`src/rtl/icache_axi_refill_pkg.sv`:
```
// icache_axi_refill_pkg
//   Shared definitions for the instruction-cache AXI refill bridge:
//   FSM state encoding and the AXI4 burst/size/response constants.
//   No ports (package).
package icache_axi_refill_pkg;

    typedef enum logic [1:0] {
        ST_IDLE  = 2'd0,
        ST_AR    = 2'd1,
        ST_R     = 2'd2,
        ST_DRAIN = 2'd3
    } refill_state_t;

    localparam logic [1:0] BURST_FIXED = 2'b00;
    localparam logic [1:0] BURST_INCR  = 2'b01;
    localparam logic [2:0] SIZE_4B     = 3'b010;
    localparam logic [1:0] RESP_OKAY   = 2'b00;

endpackage

```
`src/rtl/icache_refill_perf.sv`:
```
// icache_refill_perf
//   Performance counters for the refill bridge. Only instantiated when the
//   ICACHE_REFILL_PERF_EN macro is defined.
// Ports:
//   clock, reset   - system clock, synchronous active-high reset
//   refill_start   - one-cycle strobe on each accepted refill request
//   busy           - high every cycle the bridge is in AR or R
//   perf_refills   - count of accepted refills (wraps at 2^32)
//   perf_cycles    - count of AR+R cycles (wraps at 2^32)
module icache_refill_perf
    import icache_axi_refill_pkg::*;
(
    input  logic        clock,
    input  logic        reset,
    input  logic        refill_start,
    input  logic        busy,
    output logic [31:0] perf_refills,
    output logic [31:0] perf_cycles
);

    always_ff @(posedge clock) begin
        if (reset) begin
            perf_refills <= '0;
            perf_cycles  <= '0;
        end else begin
            if (refill_start) perf_refills <= perf_refills + 32'd1;
            if (busy)         perf_cycles  <= perf_cycles + 32'd1;
        end
    end

endmodule

```
`src/rtl/icache_axi_refill.sv`:
```
// icache_axi_refill
//   Refill bridge between the instruction cache and an AXI4 read port.
//   A cache line request (chaddr/chlen/chburst) becomes either one INCR
//   burst or a sequence of single-beat reads; every returned beat is handed
//   back as a one-cycle chready pulse with chdata. Response, ID and rlast
//   problems raise a one-cycle err alongside the offending beat.
//   Optional: define ICACHE_REFILL_PERF_EN to build the perf counters;
//   otherwise perf_refills/perf_cycles are tied to zero.
// Ports:
//   clock, reset                       - clock, synchronous active-high reset
//   chvalid/chburst/chaddr/chlen       - cache refill request
//   chready/chdata/err                 - per-beat return to the cache
//   arvalid/arready/araddr/arid/arlen/arsize/arburst - AXI AR channel
//   rvalid/rready/rdata/rresp/rlast/rid             - AXI R channel
//   perf_refills/perf_cycles           - optional performance counters
module icache_axi_refill
    import icache_axi_refill_pkg::*;
#(
    parameter int ID_W    = 4,
    parameter int RID_VAL = 0,
    parameter int LEN_W   = 8
) (
    input  logic             clock,
    input  logic             reset,
    input  logic             chvalid,
    input  logic             chburst,
    input  logic [31:0]      chaddr,
    input  logic [LEN_W-1:0] chlen,
    output logic             chready,
    output logic [31:0]      chdata,
    output logic             err,
    output logic             arvalid,
    input  logic             arready,
    output logic [31:0]      araddr,
    output logic [ID_W-1:0]  arid,
    output logic [7:0]       arlen,
    output logic [2:0]       arsize,
    output logic [1:0]       arburst,
    input  logic             rvalid,
    output logic             rready,
    input  logic [31:0]      rdata,
    input  logic [1:0]       rresp,
    input  logic             rlast,
    input  logic [ID_W-1:0]  rid,
    output logic [31:0]      perf_refills,
    output logic [31:0]      perf_cycles
);

    refill_state_t    state;
    logic [31:0]      cur_addr;
    logic [LEN_W-1:0] len;
    logic             burst;
    // One bit wider than len so len=all-ones yields 2^LEN_W beats without wrap.
    logic [LEN_W:0]   beat_cnt;

    logic beat_fire;
    logic beat_last;
    logic exp_rlast;
    logic beat_err;
    logic early_end;

    assign arid    = ID_W'(RID_VAL);
    assign arsize  = SIZE_4B;
    assign arburst = burst ? BURST_INCR : BURST_FIXED;

    always_comb begin
        beat_fire = rvalid & rready;
        beat_last = (beat_cnt == {1'b0, len});
        // In single-beat mode every AR is its own one-beat transaction,
        // so a well-formed slave marks each beat as last.
        exp_rlast = burst ? beat_last : 1'b1;
        beat_err  = (rresp != RESP_OKAY) | (rid != ID_W'(RID_VAL)) | (rlast != exp_rlast);
        // Slave ended the burst early: stop waiting for the missing beats.
        early_end = burst & rlast & ~beat_last;
    end

    always_ff @(posedge clock) begin
        if (reset) begin
            state    <= ST_IDLE;
            chready  <= 1'b0;
            chdata   <= '0;
            err      <= 1'b0;
            arvalid  <= 1'b0;
            rready   <= 1'b0;
            araddr   <= '0;
            arlen    <= '0;
            cur_addr <= '0;
            len      <= '0;
            burst    <= 1'b0;
            beat_cnt <= '0;
        end else begin
            chready <= 1'b0;
            err     <= 1'b0;
            case (state)
                ST_IDLE: begin
                    if (chvalid) begin
                        cur_addr <= chaddr;
                        len      <= chlen;
                        burst    <= chburst;
                        beat_cnt <= '0;
                        arvalid  <= 1'b1;
                        araddr   <= chaddr;
                        arlen    <= chburst ? 8'(chlen) : 8'd0;
                        state    <= ST_AR;
                    end
                end
                ST_AR: begin
                    if (arready) begin
                        arvalid <= 1'b0;
                        rready  <= 1'b1;
                        state   <= ST_R;
                    end
                end
                ST_R: begin
                    if (beat_fire) begin
                        chready  <= 1'b1;
                        chdata   <= rdata;
                        err      <= beat_err;
                        beat_cnt <= beat_cnt + 1'b1;
                        if (beat_last || early_end) begin
                            rready <= 1'b0;
                            state  <= ST_DRAIN;
                        end else if (!burst) begin
                            rready   <= 1'b0;
                            cur_addr <= cur_addr + 32'd4;
                            araddr   <= cur_addr + 32'd4;
                            arlen    <= 8'd0;
                            arvalid  <= 1'b1;
                            state    <= ST_AR;
                        end
                    end
                end
                ST_DRAIN: begin
                    // Holding here until chvalid falls prevents re-accepting
                    // the request the cache is still asserting.
                    if (!chvalid) state <= ST_IDLE;
                end
                default: state <= ST_IDLE;
            endcase
        end
    end

`ifdef ICACHE_REFILL_PERF_EN
    logic perf_start;
    logic perf_busy;

    assign perf_start = (state == ST_IDLE) && chvalid;
    assign perf_busy  = (state == ST_AR) || (state == ST_R);

    icache_refill_perf u_perf (
        .clock        (clock),
        .reset        (reset),
        .refill_start (perf_start),
        .busy         (perf_busy),
        .perf_refills (perf_refills),
        .perf_cycles  (perf_cycles)
    );
`else
    assign perf_refills = '0;
    assign perf_cycles  = '0;
`endif

endmodule
```
`config.mk`:
```
export PLATFORM = sky130hd
export DESIGN_NAME = icache_axi_refill
export DESIGN_NICKNAME = d
export VERILOG_FILES = /design/src/rtl/icache_axi_refill_pkg.sv /design/src/rtl/icache_refill_perf.sv /design/src/rtl/icache_axi_refill.sv
export SDC_FILE = /design/constraint.sdc
export NUM_CORES = 1
export LEC_CHECK = 0
export BUFFER_PORTS_ARGS = -buffer_cell sky130_fd_sc_hd__buf_2
export CAP_MARGIN = 15
export CORE_MARGIN = 2
export CORE_UTILIZATION = 40
export DETAILED_ROUTE_END_ITERATION = 7
export HOLD_SLACK_MARGIN = 0.05
export PLACE_DENSITY = 0.67
export SLEW_MARGIN = 20
export SYNTH_ARGS = -nofsm -noshare
export SYNTH_HDL_FRONTEND = slang
export SYNTH_SLANG_ARGS = --single-unit
```
`constraint.sdc`:
```
create_clock -name clock -period 2.49 [get_ports clock]
set_input_delay 0.498 -clock clock [delete_from_list [all_inputs] [get_ports clock]]
set_output_delay 0.498 -clock clock [all_outputs]
set_load 0.005 [all_outputs]
```
# == Word level (Yosys, flattened, before mapping) ==
# Cells that the tools add are included.
# op_classes
add_sub_neg,2
mux,35
bitwise,8
n_eq_ne,12
reduce_logical,16
# op_table
op,n
32-bit two-way mux,4
32-bit case mux with 2 select lines,1
8-bit two-way mux,5
"32-bit by 3-bit adder with 32-bit output, second input constant",1
9-bit two-way mux,2
9-bit case mux with 2 select lines,1
8-bit case mux with 2 select lines,1
1-bit two-way mux,12
2-bit two-way mux,6
"2-bit != test, second input constant",6
5-bit AND reduction,2
"9-bit by 1-bit adder with 9-bit output, second input constant",1
9-bit by 8-bit == test with 1-bit output,1
2-bit case mux with 4 select lines,1
6-bit AND reduction,1
2-bit nonzero test,3
"2-bit == test, second input constant",2
2-bit AND reduction,2
4-bit AND reduction,1
4-bit nonzero test,1
1-bit AND,3
"3-bit != test, second input constant",1
1-bit NOT,3
1-bit case mux with 3 select lines,1
10 further kinds,11
# word_totals
output_inout_bits,149
reg_bits,96
elab_cells,84

# == Longest topological paths before layout ==
# Gate-level depths: netlist of the first run.
# logic_depth
depth_word,7
mapped_depth,8
mapped_depth_nobuf,6

# == Worst setup path before layout of the first run ==
# Ideal clock, no wire load.
# synth_path
path_type,reg-to-reg
start,reg cur_addr[7]
end,reg cur_addr[23]
synth_period_minus_slack_ns,1.829
t_arrival_ns,1.741
required_ns,2.402
path_stages_with_launch,8
n_path_buf,2
setup_slack_ns,0.661
path_cell_list,dfxtp_1 -> buf_4 -> nand4_2 -> or4_1 -> buf_2 -> o31ai_1 -> a21oi_1 -> a311oi_2
# synth_via
elab_chain_cells,5
# synth_lines
element,line,text
from (decl),icache_axi_refill.sv:50,logic [31:0] cur_addr;
from (signal assigned),icache_axi_refill.sv:97,cur_addr <= chaddr;
from (signal assigned),icache_axi_refill.sv:125,cur_addr <= cur_addr + 32'd4;
32-bit by 3-bit adder with 32-bit output,icache_axi_refill.sv:125,
32-bit two-way mux,icache_axi_refill.sv:123,end else if (!burst) begin
32-bit two-way mux,icache_axi_refill.sv:120,if (beat_last || early_end) begin
32-bit two-way mux,icache_axi_refill.sv:115,if (beat_fire) begin
32-bit case mux with 2 select lines,icache_axi_refill.sv:94,case (state)
# No other way between the ends. The select of a mux whose other input is x is not followed.
# A chain may end at the register's enable or synchronous reset.

# == Worst setup path in the final report of the first run ==
# layout_path
start,reg state[1]
end,reg cur_addr[4]
# layout_via
elab_chain_cells,3
word_cells_on_any_way,9
# layout_lines
element,line,text
from (decl),icache_axi_refill.sv:49,refill_state_t state;
from (signal assigned),icache_axi_refill.sv:79,state <= ST_IDLE;
from (signal assigned),icache_axi_refill.sv:104,state <= ST_AR;
from (signal assigned),icache_axi_refill.sv:111,state <= ST_R;
2-bit == test or 2-bit zero test (tied branches),icache_axi_refill.sv:94,
2-bit != test (no source line) or 2-bit nonzero test (tied branches),-,
5-bit AND reduction (no source line),-,
# Several ways; a longest one is shown, not always the timed one.

==> results_dict.tcl, run 1 <==
set metrics [dict create \
    status "finished, final reports clean" \
    peakVddDrop_v 0.000445 \
    cts_root_buf "clkbuf_16" \
    yosysUniqueCellTypes 62 \
    cp_data_required_time_ps 2730 \
    globalRouteOverflowTotal 0 \
    drt_iter0_markers 370 \
    synth.area.top_cells "dfxtp_1 38%, buf_4 11%, nand2_1 9.6%, a21oi_1 8.3%, nor2_1 2.8%" \
    dieHeight_um 116 \
    drt_pre_antenna_iters 5 \
    ys.flop_type "dfxtp_1" \
    avgSynthCellArea_sq_um 7.80 \
    postCtsResizedCells 0 \
    gp_congestion 0.883 \
    worstReg2RegEnd "cur_addr[4]" \
    layout_min_cycle_time_ps 2020 \
    synth_edf_count 0 \
    synth_top_cells_by_count "128 x nand2_1, 96 x dfxtp_1, 83 x a21oi_1" \
    antenna_found_initial 0 \
    period_share 0.812 \
    drv_cap 0 \
    total_power_mw 3.69 \
    die_w_um 116 \
    area_growth_pct 20.4 \
    hold_path_end "chdata[24]" \
    synth-seq-cells 96 \
    rsz0062_at_grt "false" \
    fin_ws_ps 468 \
    post-dp-hpwl_um 9590 \
    hold_violations 0 \
    post_cts.repair.setup_buffers 0 \
    rows 40 \
    dp_slack_ps 454 \
    p_per_area_mw_per_mm2 609 \
    drive_gt1_frac 0.255 \
    grt_pass1_wl_um 21200 \
    netlist_area_sq_mm 0.00503 \
    clock_path_buffers 2 \
    critPathMaxFanout 24 \
    numPortBuffers 161 \
    track_usage 0.198 \
    crit_path_max_incr_delay_ps 540 \
    synthCells 645 \
    hold_path.class "in -> reg" \
    crit_arrival_ps 2260 \
    clock_skew_ps 6.79 \
    antenna_left 0 \
    path_buf_inv 1 \
    cp_slowest_cell "dfxtp_1" \
    grt_max_degree 55 \
    r2r_slack_ps 470 \
    crit_family "compound AO/OA/AOI/OAI gates" \
    synth.most_common_cell "nand2_1" \
    drv_slew 0 \
    cp-start-kind "flip-flop" \
    final_nets 875 \
    crit_start "state[1]" \
    fin_cells 961 \
    diodes 0 \
    yosysWarnings 0 \
    synthArstFlopShare 0 \
    cts_tree "built" \
    crit_type "reg -> reg" \
    pin_count 234 \
    whs_ps 381 \
    grt_pass1_vias 4228 \
    viasPerCell 5.05 \
    yosysTopAreaCellShare 0.382 \
    h-tree-depth 3 \
    wl_per_cell_um 14.0 \
    ys_seq_area_frac 0.382 \
    drt-total-wl_um 13500 \
    crit_path_cell_trace "nand4b_1 -> a21oi_1 -> o41a_1 -> buf_4 -> o21ai_0 -> a31o_2" \
    cp.depth 6 \
    drc 0 \
    holdCritStartpoint "rdata[24]" \
    initial_core_util 0.413 \
    coreArea_sq_mm 0.0122 \
    hold_depth 3 \
    p_leak_nw 2.67 \
    end_kind "flip-flop" \
    dpl.cell_count 945 \
    vias 4852 \
    dieArea_sq_mm 0.0135 \
    r2r.worst_path.cells 6 \
    setup-tns-final_ps 0 \
    clkLatencyLatePin_ps 350 \
    clk_pin_slew_worst_paths_ps 70 \
    slew_headroom 0.607 \
    fmax_mhz 495 \
    cts.sinks 96 \
    hold_buffers 0 \
    cts_buffers 9 \
    yosys.area.top_type "dfxtp_1" \
    r2r_start "state[1]" \
    setup_viol 0 \
    worst_pin_slew_ps 587 \
]
-- metrics by stage --
| step | util | cell area, sq um |
|---|---|---|
| global placement | 0.473 | 5750 |
| CTS | 0.498 | 6050 |
| finish | 0.498 | 6050 |
| floorplan | - | 5290 |
| global route | 0.498 | 6050 |
| detailed placement | 0.473 | 5750 |
-- cells in the final DEF (no fill, tap or decap), types with 2 or more instances in the layout --
master,n
a31oi_1,5
buf_4,14
and2_1,5
inv_1,2
buf_2,161
nand4_1,11
xor2_1,7
a21oi_1,83
or4_1,2
nand2_1,128
nand3_1,16
a211oi_1,5
inv_6,2
nor2_1,38
a22oi_1,9
nor4_1,2
o21ai_0,20
xnor2_1,9
o31a_1,3
clkbuf_16,9
o31ai_1,4
and3_1,7
o41a_1,2
ha_1,2
buf_12,2
or3_1,2
nand2b_1,2
a311oi_1,3
o221a_2,2
o32ai_1,8
nor3_1,8
dfxtp_1,96
o21a_1,3
a21o_1,3
and4_1,7
o41ai_1,3
nand4b_1,2
conb_1,72
a22o_1,2
o22ai_1,3
-- final cells by class --
cell class	instances	area [sq um]
fill	1269	6110
multi-input combinational	501	2650
sequential	96	1920
timing repair buffer	177	951
clock buffer	11	243
tap	168	210
clock inverter	5	63.8
inverter	3	11.3
-- state kept, by name, indices dropped and copies added (netlist names) --
signal,flops
burst,1
len,8
err,1
cur_addr,32
rready,1
chdata,32
beat_cnt,9
arvalid,1
chready,1
state,2
arlen,8
-- cell families after synthesis --
kind of cell,share of synthesized area
buffers and inverters,0.145
other,0.00149
and+or+nand+nor,0.216
DFF,0.382
adders and majority gates,0.00498
xor gates and xnor gates,0.0279
muxes,0.00199
AOI/OAI and AO/OA,0.220
-- routing by layer --
layer / share of wire / vias to the layer above / GRT usage
li1: - / 2412 / -
met1: 0.45 / 2207 / 0.271
met2: 0.45 / 223 / 0.303
met3: 0.084 / 10 / 0.0628
met4: 0.011 / 0 / 0.0548
met5: 0 / - / 0
-- power breakdown --
part | switching [mW] | internal [mW] | leakage [nW] | total (mW)
Combinational | 0.308 | 0.236 | 1.74 | 0.545
Clock | 0.627 | 0.816 | 0.147 | 1.44
Sequential | 0.0884 | 1.61 | 0.781 | 1.70
Total | 1.02 | 2.66 | 2.67 | 3.69
-- worst min-delay path, cell delays in order --
cell	delay, ps
buf_2	90
nand2_1	40
a21oi_1	50
-- worst max-delay path by stage --
stage                              end
final                      cur_addr[4]
after global routing      cur_addr[26]
after CTS                  cur_addr[4]
after detailed placement   cur_addr[4]
after global placement     cur_addr[4]
after floorplan           cur_addr[23]
Power figures use the tool's default switching activity.
==> inputs of run 2 (changes only) <==
==> constraint.sdc (replaced) <==
create_clock -name clock -period 1.9 [get_ports clock]
set_input_delay 0.38 -clock clock [delete_from_list [all_inputs] [get_ports clock]]
set_output_delay 0.38 -clock clock [all_outputs]
set_load 0.005 [all_outputs]
==> results_dict.tcl, run 2 (synthesis gave the netlist of run 1 again) <==
set metrics [dict create \
    status "finished, final reports clean" \
    r2r.worst_path.cells 6 \
    switchingPower_mw 1.32 \
    fmax_mhz 558 \
    cts_tree "built" \
    worst_pin_slew_ps 586 \
    clockPowerShare 0.377 \
    clock_path_buffers 2 \
    end_kind "flip-flop" \
    critPathMaxFanout 21 \
    layout_common_cells "161 x buf_2, 128 x nand2_1, 95 x dfxtp_1" \
    globalRouteOverflowTotal 0 \
    vias 4970 \
    clkLatencyLatePin_ps 340 \
    hold_depth 2 \
    drc 0 \
    clock_skew_ps 8.05 \
    antenna_left 0 \
    p_sw_frac 0.271 \
    holdCritStartpoint "rresp[0]" \
    p_leak_nw 2.89 \
    slew_headroom 0.607 \
    dieHeight_um 116 \
    drt_iter0_markers 415 \
    clk_pin_slew_worst_paths_ps 70 \
    period_share 0.943 \
    hold_violations 0 \
    p_per_area_mw_per_mm2 759 \
    dieArea_sq_mm 0.0135 \
    cts_buffers 9 \
    drive_gt1_frac 0.296 \
    peakVddDrop_v 0.000570 \
    viasPerCell 4.97 \
    reg_top3 "chdata x32, cur_addr x32, beat_cnt x9" \
    grt_max_degree 80 \
    final_nets 913 \
    worstReg2RegEnd "cur_addr[29]" \
    r2r_start "beat_cnt[5]" \
    drt-total-wl_um 13800 \
    h-tree-depth 3 \
    layout_commonest_cell "buf_2" \
    die_w_um 116 \
    coreArea_sq_mm 0.0122 \
    layout_min_cycle_time_ps 1790 \
    power_frac_comb 0.176 \
    track_usage 0.198 \
    crit_type "reg -> reg" \
    drt_pre_antenna_iters 5 \
    fin_cells 999 \
    gp_congestion 0.909 \
    cts_root_buf "clkbuf_16" \
    setup_viol 0 \
    cp_data_required_time_ps 2140 \
    post-dp-hpwl_um 10000 \
    dp_slack_ps 18.8 \
    grt_pass1_vias 4385 \
    p_int_mw 3.55 \
    crit_arrival_ps 2030 \
    whs_ps 257 \
    cp-start-kind "flip-flop" \
    r2r_slack_ps 110 \
    drv_slew 0 \
    area_growth_pct 27.6 \
    seqPwrFrac 0.448 \
    antenna_found_initial 1 \
    pin_count 234 \
    dpl.cell_count 983 \
    rsz0062_at_grt "true" \
    total_power_mw 4.87 \
    initial_core_util 0.413 \
    cts.sinks 96 \
    fin_ws_ps 108 \
    rows 40 \
    hold_path_end "err" \
    drv_cap 0 \
    grt_pass1_wl_um 21100 \
    setup-tns-final_ps 0 \
    hold_path.class "in -> reg" \
    wl_per_cell_um 13.8 \
    hold_buffers 0 \
    numPortBuffers 161 \
]
run 2: metal layers:
layer / up-vias / wire, um / GRT usage
met1: 2266 / 6240 / 0.269
met3: 14 / 1070 / 0.0519
li1: 2482 / - / -
met4: 0 / 162 / 0.0698
met5: - / 0 / 0
met2: 208 / 6360 / 0.308
run 2: layout make-up:
| class | instances | area (sq um) |
|---|---|---|
| antenna | 1 | 2.50 |
| clock buffer | 11 | 243 |
| clock inverter | 4 | 55.1 |
| fill | 1251 | 5740 |
| inverter | 3 | 11.3 |
| multi-input combinational | 501 | 2680 |
| sequential | 96 | 1920 |
| tap | 168 | 210 |
| timing repair buffer | 215 | 1290 |
run 2: how the worst max path moves through the flow:
stage / start / to / slack [ps]
global placement: beat_cnt[4] / cur_addr[9] / 60
global route: beat_cnt[4] / cur_addr[29] / -7
CTS: state[1] / cur_addr[2] / 10
finish: beat_cnt[5] / cur_addr[29] / 110
detailed placement: state[1] / cur_addr[2] / 20
floorplan: cur_addr[7] / cur_addr[23] / 70
run 2: power groups by stage:
stage                     sequential [mW]  clock, mW  combinational [mW]
after floorplan                      2.24          0               0.520
after global placement               2.22          0               0.839
after detailed placement             2.22          0               0.840
after CTS                            2.18       1.89               0.846
after global routing                 2.19       1.96               0.951
final                                2.18       1.83               0.856
run 2: what timing repair did:
item	CTS	global route
endpoints found under the setup margin	1	17
pin swaps	1	1
resized for setup	1	8
buffers inserted	0	0
run 2: worst max-delay path: stages, from the launching register on:
cell,delay (ps)
dfxtp_1,390
xnor2_1,140
nand2b_1,180
o41ai_4,470
buf_12,200
a21oi_1,50
o221a_2,260
run 2: through the flow:
stage	util	cell area [sq um]
3_5_place_dp	0.500	6080
3_3_place_gp	0.500	6080
6_report	0.528	6420
4_1_cts	0.525	6380
2_1_floorplan	-	5290
5_1_grt	0.528	6420
==> inputs of run 3 (changes only) <==
--- a/config.mk
+++ b/config.mk
@@ -12,6 +12,7 @@
 export DETAILED_ROUTE_END_ITERATION = 7
 export HOLD_SLACK_MARGIN = 0.05
 export PLACE_DENSITY = 0.67
+export RECOVER_POWER = 50
 export SLEW_MARGIN = 20
 export SYNTH_ARGS = -nofsm -noshare
 export SYNTH_HDL_FRONTEND = slang
==> results_dict.tcl, run 3 (synthesis gave the netlist of run 1 again) <==
set metrics [dict create \
    vias 5001 \
    h-tree-depth 3 \
    clkLatencyLatePin_ps 350 \
    dieHeight_um 116 \
    cts_buffers 9 \
    hold_path.class "in -> reg" \
    crit_type "reg -> reg" \
    period_share 0.946 \
    numPortBuffers 161 \
    layout_commonest_cell "nand2_1" \
    dpl.cell_count 983 \
    reg_top3 "chdata x32, cur_addr x32, beat_cnt x9" \
    final_nets 913 \
    antenna_left 0 \
    cp-start-kind "flip-flop" \
    grt_max_degree 80 \
    fin_ws_ps 102 \
    fin_cells 999 \
    drt-total-wl_um 13800 \
    end_kind "flip-flop" \
    critPathMaxFanout 24 \
    drv_slew 0 \
    setup_viol 0 \
    initial_core_util 0.413 \
    die_w_um 116 \
    rows 40 \
    clk_pin_slew_worst_paths_ps 70 \
    crit_path_max_incr_delay_ps 500 \
    p_leak_nw 2.63 \
    peakVddDrop_v 0.000568 \
    crit_path_cell_trace "xnor2_1 -> nand4_1 -> o41a_1 -> buf_12 -> a21oi_1 -> a311oi_2" \
    hold_violations 0 \
    drt_pre_antenna_iters 5 \
    post-dp-hpwl_um 10000 \
    pin_count 234 \
    cp_data_required_time_ps 2110 \
    p_per_area_mw_per_mm2 768 \
    fmax_mhz 556 \
    gp_congestion 0.909 \
    antenna_found_initial 1 \
    coreArea_sq_mm 0.0122 \
    cp_slowest_cell "o41a_1" \
    layout_min_cycle_time_ps 1800 \
    status "finished, final reports clean" \
    crit_arrival_ps 2010 \
    r2r.worst_path.cells 6 \
    drc 0 \
    hold_depth 2 \
    track_usage 0.198 \
    wl_per_cell_um 13.9 \
    cts_root_buf "clkbuf_16" \
    grt_pass1_wl_um 21100 \
    slew_headroom 0.514 \
    grt_pass1_vias 4385 \
    viasPerCell 5.01 \
    layout_common_cells "128 x nand2_1, 121 x buf_2, 95 x dfxtp_1" \
    globalRouteOverflowTotal 0 \
    rsz0062_at_grt "true" \
    clock_path_buffers 2 \
    dieArea_sq_mm 0.0135 \
    cts_tree "built" \
    worst_pin_slew_ps 729 \
    area_growth_pct 25.2 \
    dp_slack_ps 18.8 \
    drt_iter0_markers 478 \
    n_fill_cell 1287 \
    drive_gt1_frac 0.225 \
    drv_cap 0 \
    cts.sinks 96 \
    clock_skew_ps 7.50 \
]
run 3: worst paths after layout:
path | slack, ps | startpoint | end
worst max-delay path | 100 | beat_cnt[6] | cur_addr[23]
worst min-delay path | 260 | rresp[0] | err
worst max register to register | 100 | beat_cnt[6] | cur_addr[23]
worst min register to register | 450 | chdata[24] | chdata[24]
run 3: stage by stage:
| stage | area (sq um) | hold WS, ps | power, mW | TNS [ps] | utilization |
|---|---|---|---|---|---|
| 2_1_floorplan | 5290 | 449 | 2.76 | 0 | - |
| 3_3_place_gp | 6080 | 439 | 3.06 | 0 | 0.500 |
| 3_5_place_dp | 6080 | 443 | 3.06 | 0 | 0.500 |
| 4_1_cts | 6380 | 241 | 4.91 | 0 | 0.525 |
| 5_1_grt | 6290 | 260 | 5.06 | -7.74 | 0.518 |
| 6_report | 6290 | 258 | 4.83 | 0 | 0.518 |
run 3: what timing repair did:
action,in CTS,in global routing
pin swaps,1,1
endpoints found under the setup margin,1,17
setup buffers,0,0
gates resized for setup,1,8
hold buffers,0,0
run 3: power by group:
part	total, mW	internal [mW]	leakage (nW)	switching, mW
Clock	1.83	1.05	0.142	0.779
Sequential	2.18	2.11	0.781	0.0692
Combinational	0.821	0.349	1.71	0.471
Total	4.83	3.51	2.63	1.32
run 3: cell type report:
| class | count | area, sq um | share of cell area |
|---|---|---|---|
| inverters | 3 | 11.3 | 0.00179 |
| clock inverters | 4 | 55.1 | 0.00875 |
| well taps | 168 | 210 | 0.0334 |
| repair buffers | 215 | 1170 | 0.186 |
| flip-flops and latches | 96 | 1920 | 0.306 |
| clock buffers | 11 | 243 | 0.0386 |
| diodes | 1 | 2.50 | 0.000398 |
| multi-input cells | 501 | 2680 | 0.426 |
run 3: layer usage:
metal | part of all wire | up-vias | global-route usage
met5 | 0 | - | 0
met4 | 0.012 | 0 | 0.0698
met3 | 0.080 | 15 | 0.0519
met2 | 0.46 | 228 | 0.308
met1 | 0.44 | 2274 | 0.269
li1 | - | 2484 | -
run 3: critical path: cells and delay by family (launching register included):
family / cells / cell delay [ps]
AO/OA/AOI/OAI: 3 / 730
flip-flops: 1 / 370
AND/OR/NAND/NOR: 1 / 260
buffers and inverters: 1 / 180
XOR/XNOR: 1 / 130
